--- src/rtl/seq_divider_pkg.sv ---
// Shared types and constants for the sequential restoring divider.
package seq_divider_pkg;

  localparam int N_DEF = 4;

  typedef enum logic [1:0] {
    ST_IDLE = 2'd0,
    ST_CALC = 2'd1,
    ST_DONE = 2'd2
  } state_t;

  // One quotient bit is produced per dividend bit.
  function automatic int iter_count(input int n);
    return 2 * n;
  endfunction

  localparam int ITERS_DEF = 2 * N_DEF;

endpackage

--- src/rtl/seq_divider_if.sv ---
// Start/busy/done divider handshake with operands, results and FSM debug state.
interface seq_divider_if
  import seq_divider_pkg::*;
#(
  parameter int N = N_DEF
);
  // start is sampled only when the divider is idle or done; operands are captured
  // on that same edge. done is a one-cycle pulse; results and div_by_zero then hold.
  logic           start;
  logic [2*N-1:0] dividend;
  logic [N-1:0]   divisor;
  logic           busy;
  logic           done;
  logic [2*N-1:0] quotient;
  logic [N-1:0]   remainder;
  logic           div_by_zero;
  state_t         dbg_state;

  modport master (
    output start, dividend, divisor,
    input  busy, done, quotient, remainder, div_by_zero, dbg_state
  );

  modport slave (
    input  start, dividend, divisor,
    output busy, done, quotient, remainder, div_by_zero, dbg_state
  );
endinterface

--- src/rtl/seq_divider_div_step.sv ---
// One restoring-division step: shift in a dividend bit, trial-subtract the divisor.
module seq_divider_div_step #(
  parameter int N = 4
) (
  input  logic [N-1:0] r,
  input  logic [N-1:0] divisor,
  input  logic         bit_in,
  output logic [N-1:0] r_out,
  output logic         qbit
);
  logic [N:0]   a;
  logic [N:0]   b;
  logic [N+1:0] c;
  logic [N-1:0] diff;

  // a - b computed as a + ~b + 1; carry out of the top cell means no borrow.
  assign a    = {r, bit_in};
  assign b    = ~{1'b0, divisor};
  assign c[0] = 1'b1;

  genvar i;
  generate
    for (i = 0; i < N; i++) begin : g_fa
      assign diff[i]  = a[i] ^ b[i] ^ c[i];
      assign c[i + 1] = (a[i] & b[i]) | (a[i] & c[i]) | (b[i] & c[i]);
    end
  endgenerate

  // The top cell's sum is always zero when the subtract succeeds, so only its carry is kept.
  assign c[N + 1] = (a[N] & b[N]) | (a[N] & c[N]) | (b[N] & c[N]);
  assign qbit     = c[N + 1];
  assign r_out    = qbit ? diff : a[N-1:0];

endmodule

--- src/rtl/seq_divider.sv ---
// Multi-cycle restoring divider: 2N-bit dividend / N-bit divisor, one quotient bit per clock.
module seq_divider
  import seq_divider_pkg::*;
#(
  parameter int N = N_DEF
) (
  input logic        clk,
  input logic        rst_n,
  seq_divider_if.slave bus
);
  localparam int              CNT_W = $clog2(2 * N + 1);
  localparam int              ITERS = iter_count(N);
  localparam logic [CNT_W-1:0] LAST = CNT_W'(ITERS - 1);

  state_t         state, state_nxt;
  logic           accept, zero_div, last_iter;
  logic           dz_pend;
  logic [CNT_W-1:0] cnt;
  logic [2*N-1:0] dvd_sh, q_sh;
  logic [N-1:0]   dvs_q, r_q, r_nxt;
  logic           qbit;
  logic           done_q, dbz_q;
  logic [2*N-1:0] quot_q;
  logic [N-1:0]   rem_q;

  seq_divider_div_step #(.N(N)) u_step (
    .r       (r_q),
    .divisor (dvs_q),
    .bit_in  (dvd_sh[2*N-1]),
    .r_out   (r_nxt),
    .qbit    (qbit)
  );

  always_ff @(posedge clk or negedge rst_n) begin
    if (!rst_n) state <= ST_IDLE;
    else        state <= state_nxt;
  end

  // A divide-by-zero spends one cycle in DONE with dz_pend set before it reports.
  always_comb begin
    accept    = bus.start && ((state == ST_IDLE) || ((state == ST_DONE) && !dz_pend));
    zero_div  = (bus.divisor == '0);
    last_iter = (cnt == LAST);
    state_nxt = state;
    unique case (state)
      ST_IDLE: if (accept) state_nxt = zero_div ? ST_DONE : ST_CALC;
      ST_CALC: if (last_iter) state_nxt = ST_DONE;
      ST_DONE: begin
        if (accept)        state_nxt = zero_div ? ST_DONE : ST_CALC;
        else if (!dz_pend) state_nxt = ST_IDLE;
      end
      default: state_nxt = ST_IDLE;
    endcase
  end

  always_ff @(posedge clk or negedge rst_n) begin
    if (!rst_n) begin
      dvd_sh  <= '0;
      dvs_q   <= '0;
      q_sh    <= '0;
      r_q     <= '0;
      cnt     <= '0;
      dz_pend <= 1'b0;
      done_q  <= 1'b0;
      dbz_q   <= 1'b0;
      quot_q  <= '0;
      rem_q   <= '0;
    end else begin
      done_q <= 1'b0;
      if (accept) begin
        dvd_sh  <= bus.dividend;
        dvs_q   <= bus.divisor;
        q_sh    <= '0;
        r_q     <= '0;
        cnt     <= '0;
        dz_pend <= zero_div;
        dbz_q   <= 1'b0;
      end else if (state == ST_CALC) begin
        dvd_sh <= {dvd_sh[2*N-2:0], 1'b0};
        q_sh   <= {q_sh[2*N-2:0], qbit};
        r_q    <= r_nxt;
        cnt    <= cnt + CNT_W'(1);
        if (last_iter) begin
          done_q <= 1'b1;
          quot_q <= {q_sh[2*N-2:0], qbit};
          rem_q  <= r_nxt;
        end
      end else if (dz_pend) begin
        dz_pend <= 1'b0;
        done_q  <= 1'b1;
        dbz_q   <= 1'b1;
        quot_q  <= '1;
        rem_q   <= dvd_sh[N-1:0];
      end
    end
  end

  assign bus.busy        = (state == ST_CALC);
  assign bus.done        = done_q;
  assign bus.quotient    = quot_q;
  assign bus.remainder   = rem_q;
  assign bus.div_by_zero = dbz_q;
  assign bus.dbg_state   = state;

endmodule
--- src/flat_wrapper.sv ---
// flat-port wrapper written by rule: the top's interface ports become plain ports
module seq_divider_flat import seq_divider_pkg::*;
#(
  parameter int N = N_DEF
)
  (clk, rst_n, bus_start, bus_dividend, bus_divisor, bus_busy, bus_done, bus_quotient, bus_remainder, bus_div_by_zero, bus_dbg_state);
  seq_divider_if #(.N(N)) bus_i ();
  input logic clk;
  input logic rst_n;
  input wire logic [$bits(bus_i.start)-1:0] bus_start;
  input wire logic [$bits(bus_i.dividend)-1:0] bus_dividend;
  input wire logic [$bits(bus_i.divisor)-1:0] bus_divisor;
  output wire logic [$bits(bus_i.busy)-1:0] bus_busy;
  output wire logic [$bits(bus_i.done)-1:0] bus_done;
  output wire logic [$bits(bus_i.quotient)-1:0] bus_quotient;
  output wire logic [$bits(bus_i.remainder)-1:0] bus_remainder;
  output wire logic [$bits(bus_i.div_by_zero)-1:0] bus_div_by_zero;
  output wire logic [$bits(bus_i.dbg_state)-1:0] bus_dbg_state;
  assign bus_i.start = bus_start;
  assign bus_i.dividend = bus_dividend;
  assign bus_i.divisor = bus_divisor;
  assign bus_busy = bus_i.busy;
  assign bus_done = bus_i.done;
  assign bus_quotient = bus_i.quotient;
  assign bus_remainder = bus_i.remainder;
  assign bus_div_by_zero = bus_i.div_by_zero;
  assign bus_dbg_state = bus_i.dbg_state;
  seq_divider #(.N(N)) u_core (.clk(clk), .rst_n(rst_n), .bus(bus_i));
endmodule
--- config.mk ---
export PLATFORM = sky130hd
export DESIGN_NAME = seq_divider_flat
export DESIGN_NICKNAME = d
export VERILOG_FILES = /design/src/rtl/seq_divider_pkg.sv /design/src/rtl/seq_divider_if.sv /design/src/rtl/seq_divider_div_step.sv /design/src/rtl/seq_divider.sv /design/src/flat_wrapper.sv
export SDC_FILE = /design/constraint.sdc
export NUM_CORES = 1
export LEC_CHECK = 0
export CAP_MARGIN = 10
export CORE_MARGIN = 1.5
export CORE_UTILIZATION = 28
export CTS_CLUSTER_SIZE = 24
export DETAILED_ROUTE_END_ITERATION = 12
export SLEW_MARGIN = 20
export SYNTH_ARGS = -nofsm -noshare
export SYNTH_HDL_FRONTEND = slang
export SYNTH_HIERARCHICAL = 1
export SYNTH_SLANG_ARGS = --single-unit
--- constraint.sdc ---
create_clock -name clk -period 3.2 [get_ports clk]
set_clock_uncertainty 0.15 [all_clocks]
set_input_delay 0.64 -clock clk [delete_from_list [all_inputs] [get_ports clk]]
set_output_delay 0.64 -clock clk [all_outputs]
set_load 0.005 [all_outputs]
Word level (Yosys, flattened, before mapping)
Index checks and enable logic that the tools add are counted.
{"block": "op_classes", "add_sub_neg": 1, "shifts": 0, "muxes": 30, "n_mul": 0, "reduce_logical": 12, "order_cmp": 0, "n_eq_ne": 7, "n_bitwise": 33, "n_div": 0}
{"op": "2-to-1 mux 8 bit", "n": 5}
{"op": "2-to-1 mux 4 bit", "n": 8}
{"op": "2-to-1 mux 7 bit", "n": 2}
{"op": "AND 1 bit", "n": 13}
{"op": "2-to-1 mux 2 bit", "n": 5}
{"op": "bitwise OR 1 bit", "n": 10}
{"op": "2-to-1 mux 1 bit", "n": 9}
{"op": "XOR 1 bit", "n": 7}
{"op": "inequality test 2 x 1 -> 1 bit (second input constant)", "n": 3}
{"op": "one-hot mux 2 bit (3 select lines)", "n": 1}
{"op": "AND reduction 3 bit", "n": 2}
{"op": "nonzero test 2 bit", "n": 3}
{"op": "NOT 4 -> 5 bit", "n": 1}
{"op": "adder 4 x 1 -> 4 bit (second input constant)", "n": 1}
{"op": "== test 4 x 3 -> 1 bit (second input constant)", "n": 1}
{"op": "logical NOT 4 bit", "n": 1}
{"op": "inequality test 3 x 2 -> 1 bit (second input constant)", "n": 1}
{"op": "== test 2 x 1 -> 1 bit (second input constant)", "n": 1}
{"op": "== test 2 bit (second input constant)", "n": 1}
{"op": "logical AND 1 bit", "n": 2}
{"op": "logical NOT 2 bit", "n": 1}
{"op": "NOT 1 bit", "n": 2}
{"op": "AND reduction 2 bit", "n": 1}
{"op": "logical NOT 1 bit", "n": 1}
{"op": "logical OR 1 bit", "n": 1}
{"block": "word_totals", "latchBits": 0, "reg_bits": 44, "mem_bits_ro": 0, "mem_bits_rw": 0, "input_bits": 15, "memories": 0, "wordCells": 94}

Depth between registers and ports, before layout
{"block": "logic_depth", "depth_word": 19, "mapped_depth": 11}

Hierarchy
Netlist, hierarchy kept.
{"mod": "seq_divider", "instances": 1, "area_each_um2": 1819.2, "cells_each": 160, "seq_area_each_um2": 1101.1}
{"mod": "seq_divider_div_step", "instances": 1, "area_each_um2": 153.9, "cells_each": 18, "seq_area_each_um2": 0.0}

Least setup slack after synthesis
OpenSTA, ideal clock, no wires.
{"block": "synth_path", "path_kind": "register to register", "startpoint": "register u_core.dvd_sh[7]", "endpoint": "register u_core.rem_q[3], in the netlist u_core/bus.remainder[3]", "setup_time_ps": 123, "stages_incl_launch_ff": 12, "synth_period_minus_slack_ps": 2812, "path_slack_ps": 388, "arrival_time_ps": 2539, "path_cell_list": "dfrtp_1 inv_1 ha_1 fa_1 fa_1 inv_1 fa_1 or2_1 buf_6 mux2_4 or3_1 o221a_1"}
{"block": "synth_between", "elab_chain_len": 18, "word_cells_on_any_way": 23, "classes_between": "mux (3); bitwise (20)"}
{"element": "from (decl)", "line": "seq_divider.sv:19", "text": "logic [2*N-1:0] dvd_sh, q_sh;"}
{"element": "from (signal assigned)", "line": "seq_divider.sv:71", "text": "dvd_sh <= bus.dividend;"}
{"element": "from (signal assigned)", "line": "seq_divider.sv:79", "text": "dvd_sh <= {dvd_sh[2*N-2:0], 1'b0};"}
{"element": "AND 1 bit", "line": "seq_divider_div_step.sv:25", "text": "assign c[i + 1] = (a[i] & b[i]) | (a[i] & c[i]) | (b[i] & c[i]);"}
{"element": "bitwise OR 1 bit (*) (2 in a row)", "line": "seq_divider_div_step.sv:25"}
{"element": "AND 1 bit", "line": "seq_divider_div_step.sv:25"}
{"element": "bitwise OR 1 bit", "line": "seq_divider_div_step.sv:25"}
{"element": "bitwise OR 1 bit (*)", "line": "seq_divider_div_step.sv:25"}
{"element": "AND 1 bit", "line": "seq_divider_div_step.sv:25"}
{"element": "bitwise OR 1 bit", "line": "seq_divider_div_step.sv:25"}
{"element": "bitwise OR 1 bit (*)", "line": "seq_divider_div_step.sv:25"}
{"element": "[3 not listed]"}
{"element": "AND 1 bit", "line": "seq_divider_div_step.sv:30", "text": "assign c[N + 1] = (a[N] & b[N]) | (a[N] & c[N]) | (b[N] & c[N]);"}
{"element": "bitwise OR 1 bit", "line": "seq_divider_div_step.sv:30"}
{"element": "bitwise OR 1 bit (*)", "line": "seq_divider_div_step.sv:30"}
{"element": "named net u_core.qbit", "line": "seq_divider.sv:21", "text": "logic qbit;"}
{"element": "2-to-1 mux 4 bit (*)", "line": "seq_divider_div_step.sv:32", "text": "assign r_out = qbit ? diff : a[N-1:0];"}
{"element": "named net u_core.r_nxt[3]", "line": "seq_divider.sv:20", "text": "logic [N-1:0] dvs_q, r_q, r_nxt;"}
{"element": "2-to-1 mux 4 bit (*)", "line": "seq_divider.sv:83", "text": "if (last_iter) begin"}
{"element": "2-to-1 mux 4 bit (*)", "line": "seq_divider.sv:78", "text": "end else if (state == ST_CALC) begin"}
{"element": "to (signal assigned)", "line": "seq_divider.sv:86", "text": "rem_q <= r_nxt;"}
{"element": "to (signal assigned)", "line": "seq_divider.sv:93", "text": "rem_q <= dvd_sh[N-1:0];"}
{"element": "to (decl)", "line": "seq_divider.sv:24", "text": "logic [N-1:0] rem_q;"}
Mark *: on every way through the listed nets, which the timed path passes. The rest lies on a longest branch. The select of a mux whose other input is x is not followed.
A chain may end at the register's enable or synchronous reset.

Worst setup path after layout
Same ends and word-level chain as after synthesis.

==> results by group <==
Clocking
  • Inserted Clock Buffers: 5
  • Clock buffer depth: 2
  • Clk slew on worst S/H paths: 80 ps
  • Clk_lat worst skew: 290 ps
  • Hold-fix buffers, CTS: 0
  • Total setup buffers inserted after CTS: 0
  • Clock root buffer: clkbuf_8
  • TritonCTS Sinks: 44
  • TritonCTS clock tree: yes
  • Post-CTS sizing: 0
  • Htree depth: 2

Setup path
  • Critical path launch point type: flip-flop
  • Data required, critical path: 3230 ps
  • Crit path max fanout: 6
  • Endpoint type of the worst setup path: flip-flop
  • Critical path class: reg2reg
  • Critical Path AT: 3040 ps

STA
  • Worst Tran Pin Value: approximately 610 ps
  • Setup Viol. Count Final: 0
  • Setup TNS: 0 ps
  • F_max: 0.332 GHz
  • Worst relative slew slack: 0.592
  • Fin crit share: 0.940
  • Pins Over Slew Limit: 0
  • RSZ-0062 raised after global routing: false
  • Final Hold Fails: 0
  • Tmin final: 3010 ps

Logic synthesis
  • Avg Inst Size Synth: 11.1 sq um
  • Synthesized area: 0.00197 sq mm
  • Unique cell type count in the Yosys netlist: 36
  • Synthesized net count: 198
  • Yosys warning count: 6
  • EDFF count, synth: 0
  • Post-Syn Instances: 178
  • Post-synth ARST share: 1.00
  • Register area share after synthesis: 0.558
  • Most used DFF post-synth: dfrtp_1
  • Flip-flop and latch count after synthesis: 44

GRT
  • Initial antenna violation count: 0
  • Vias in the first global route: 1386
  • Overflow after GRT: 0
  • GRT Total Usage: 0.123
  • Pin count of the biggest net entering global routing: 45
  • First-pass GRT wire length: about 7200 microns

Cells and area
  • Ant. Diodes: 0
  • Layout cells sized above 1: 0.100
  • Nets: 230
  • Fin area: 0.00244 sq mm
  • Area Growth Syn to Fin: 23.8%

Detailed routing
  • DRT iter0 DRCs: 70
  • Final WL: 4170 microns
  • Drt wl/cell: 13.6 microns
  • Vias per cell: roughly 4.6
  • First-pass DRT Iterations: 4
  • Residual DRC: 0
  • Routed vias: 1412
  • Antenna Nets Post-Route: 0

Outcome
  • Status: finished clean

Floorplan
  • Chip width: 86.9 microns
  • I/O Pins: 32
  • Die Ht: between 80 and 90 microns
  • Core footprint: 0.00679 sq mm
  • Initial core utilization: 0.290
  • DIE AREA: 0.00756 sq mm
  • Cell Rows: 30

Placement
  • Dpl hpwl: roughly 2900 microns
  • PortBufs: 31
  • RD Place Congestion: 0.782
  • Cell Area, Placed: 0.00236 sq mm

Run
  • Max Cap Viol: 0

Min path
  • Worst Hold Class: in2async

Power and ir drop
  • P_leak: 1.03 nW
  • Max VDD drop: between 300 and 400 uV
  • PwrDens: about 990 mW/mm^2
==> cell type report <==
class | count | area, sq um
Fill cell | 686 | 4350
Clock inverter | 1 | 5.00
Inverter | 6 | 22.5
Timing Repair Buffer | 35 | 338
Tap cell | 96 | 120
Clock buffer | 6 | 72.6
Multi-Input combinational cell | 118 | 785
Sequential cell | 44 | 1100
==> cell usage after synthesis (all sizes together) (4+ instances only) <==
cell type  instances  share of area
mux2i              4          0.020
inv                6          0.011
nand3              6          0.015
buf               10          0.033
dfrtp             44           0.56
a21oi             18          0.046
nand2             29          0.055
o21ai              7          0.018
o22a               8          0.036
or3                5          0.016
and2               4          0.013
mux2               5          0.030
o221a              4          0.023
==> worst paths after layout <==
path / slack (ps) / to / depth (start not counted) / from
worst max-delay path: 190 / u_core/bus.remainder[3]$_DFFE_PN0P_ / 10 / u_core/dvd_sh[7]$_DFFE_PN0P_
worst min-delay path: 190 / u_core/dvs_q[1]$_DFFE_PN0P_ / 1 / rst_n
worst max register to register: 190 / u_core/bus.remainder[3]$_DFFE_PN0P_ / 10 / u_core/dvd_sh[7]$_DFFE_PN0P_
worst min register to register: 340 / u_core/bus.quotient[5]$_DFFE_PN0P_ / 1 / u_core/bus.quotient[5]$_DFFE_PN0P_
max in group asynchronous: 2320 / u_core/bus.quotient[6]$_DFFE_PN0P_ / 1 / rst_n
min in group clk: 340 / u_core/bus.quotient[5]$_DFFE_PN0P_ / 1 / u_core/bus.quotient[5]$_DFFE_PN0P_
==> layout by cell type, fill, tap and decap left out <==
cell type,count
nor3_1,3
nor2_1,3
inv_2,1
clkinv_2,1
o21bai_1,1
xnor2_1,1
mux2_2,4
a21oi_1,18
clkbuf_8,5
mux2i_1,4
nand3b_1,2
and3b_1,1
clkdlybuf4s50_1,30
o221a_1,1
xor2_1,1
mux2_4,1
o21ai_1,4
nand2_1,29
nand3_1,6
o22a_1,8
a21boi_0,1
buf_4,5
and2_1,4
inv_1,5
or3_1,5
clkbuf_1,1
or2_1,1
o221a_2,3
o21ai_0,3
nor4_1,1
fa_1,3
dfrtp_1,44
nand2b_2,1
nor2b_1,1
ha_1,2
a22o_1,2
a221o_1,3
o22ai_1,1
==> per-layer routing <==
metal / global-route usage / vias to the layer above / wire length, microns
li1: - / 691 / -
met1: 0.170 / 683 / 2080
met2: 0.196 / 36 / 1910
met3: 0.0265 / 2 / 160
met4: 0.0308 / 0 / 20
met5: 0 / - / 0
==> sequential cells by signal, summed over array words and instances (netlist names) <==
signal,cells
u_core/dvd_sh,8
u_core/bus.remainder,4
u_core/bus.done,1
u_core/dvs_q,4
u_core/bus.dbg_state,2
u_core/r_q,4
u_core/cnt,4
u_core/bus.div_by_zero,1
u_core/q_sh,7
u_core/bus.quotient,8
u_core/dz_pend,1
==> worst max-delay path, cell delays in order, from the launching register on <==
cell and delay [ps]:
dfrtp_1 380, inv_1 50, ha_1 190, fa_1 390, fa_1 380, inv_1 80
fa_1 230, or2_1 240, mux2_4 330, or3_1 360, o221a_1 110
==> through the flow <==
step	hold slack, ps	util	instances	power, W	worst slack, ps
finish	186	0.360	306	0.00241	192
global route	233	0.360	306	0.00263	69.1
CTS	348	0.359	306	0.00245	203
detailed placement	330	0.348	299	0.00211	206
global placement	323	0.348	299	0.00208	314
floorplan	194	-	178	0.00171	388
==> logic make-up (layout without fill, tap and decap cells) <==
family / after synthesis / after routing / synth area share
and+or+nand+nor: 57 / 57 / 0.138
AOI/OAI and AO/OA: 45 / 45 / 0.157
DFF: 44 / 44 / 0.558
buffers and inverters: 16 / 48 / 0.0444
muxes: 9 / 9 / 0.0507
adders and majority gates: 5 / 5 / 0.0431
xor gates and xnor gates: 2 / 2 / 0.00888
==> power breakdown <==
| part | total, W | switching [W] | internal, W | leakage, nW |
|---|---|---|---|---|
| combinational | 0.00108 | 0.000501 | 0.000579 | 0.444 |
| sequential | 0.00100 | 0.000190 | 0.000814 | 0.546 |
| clock | 0.000330 | 0.000181 | 0.000149 | 0.0410 |
| total | 0.00241 | 0.000871 | 0.00154 | 1.03 |
(Power assumes the default switching activity.)
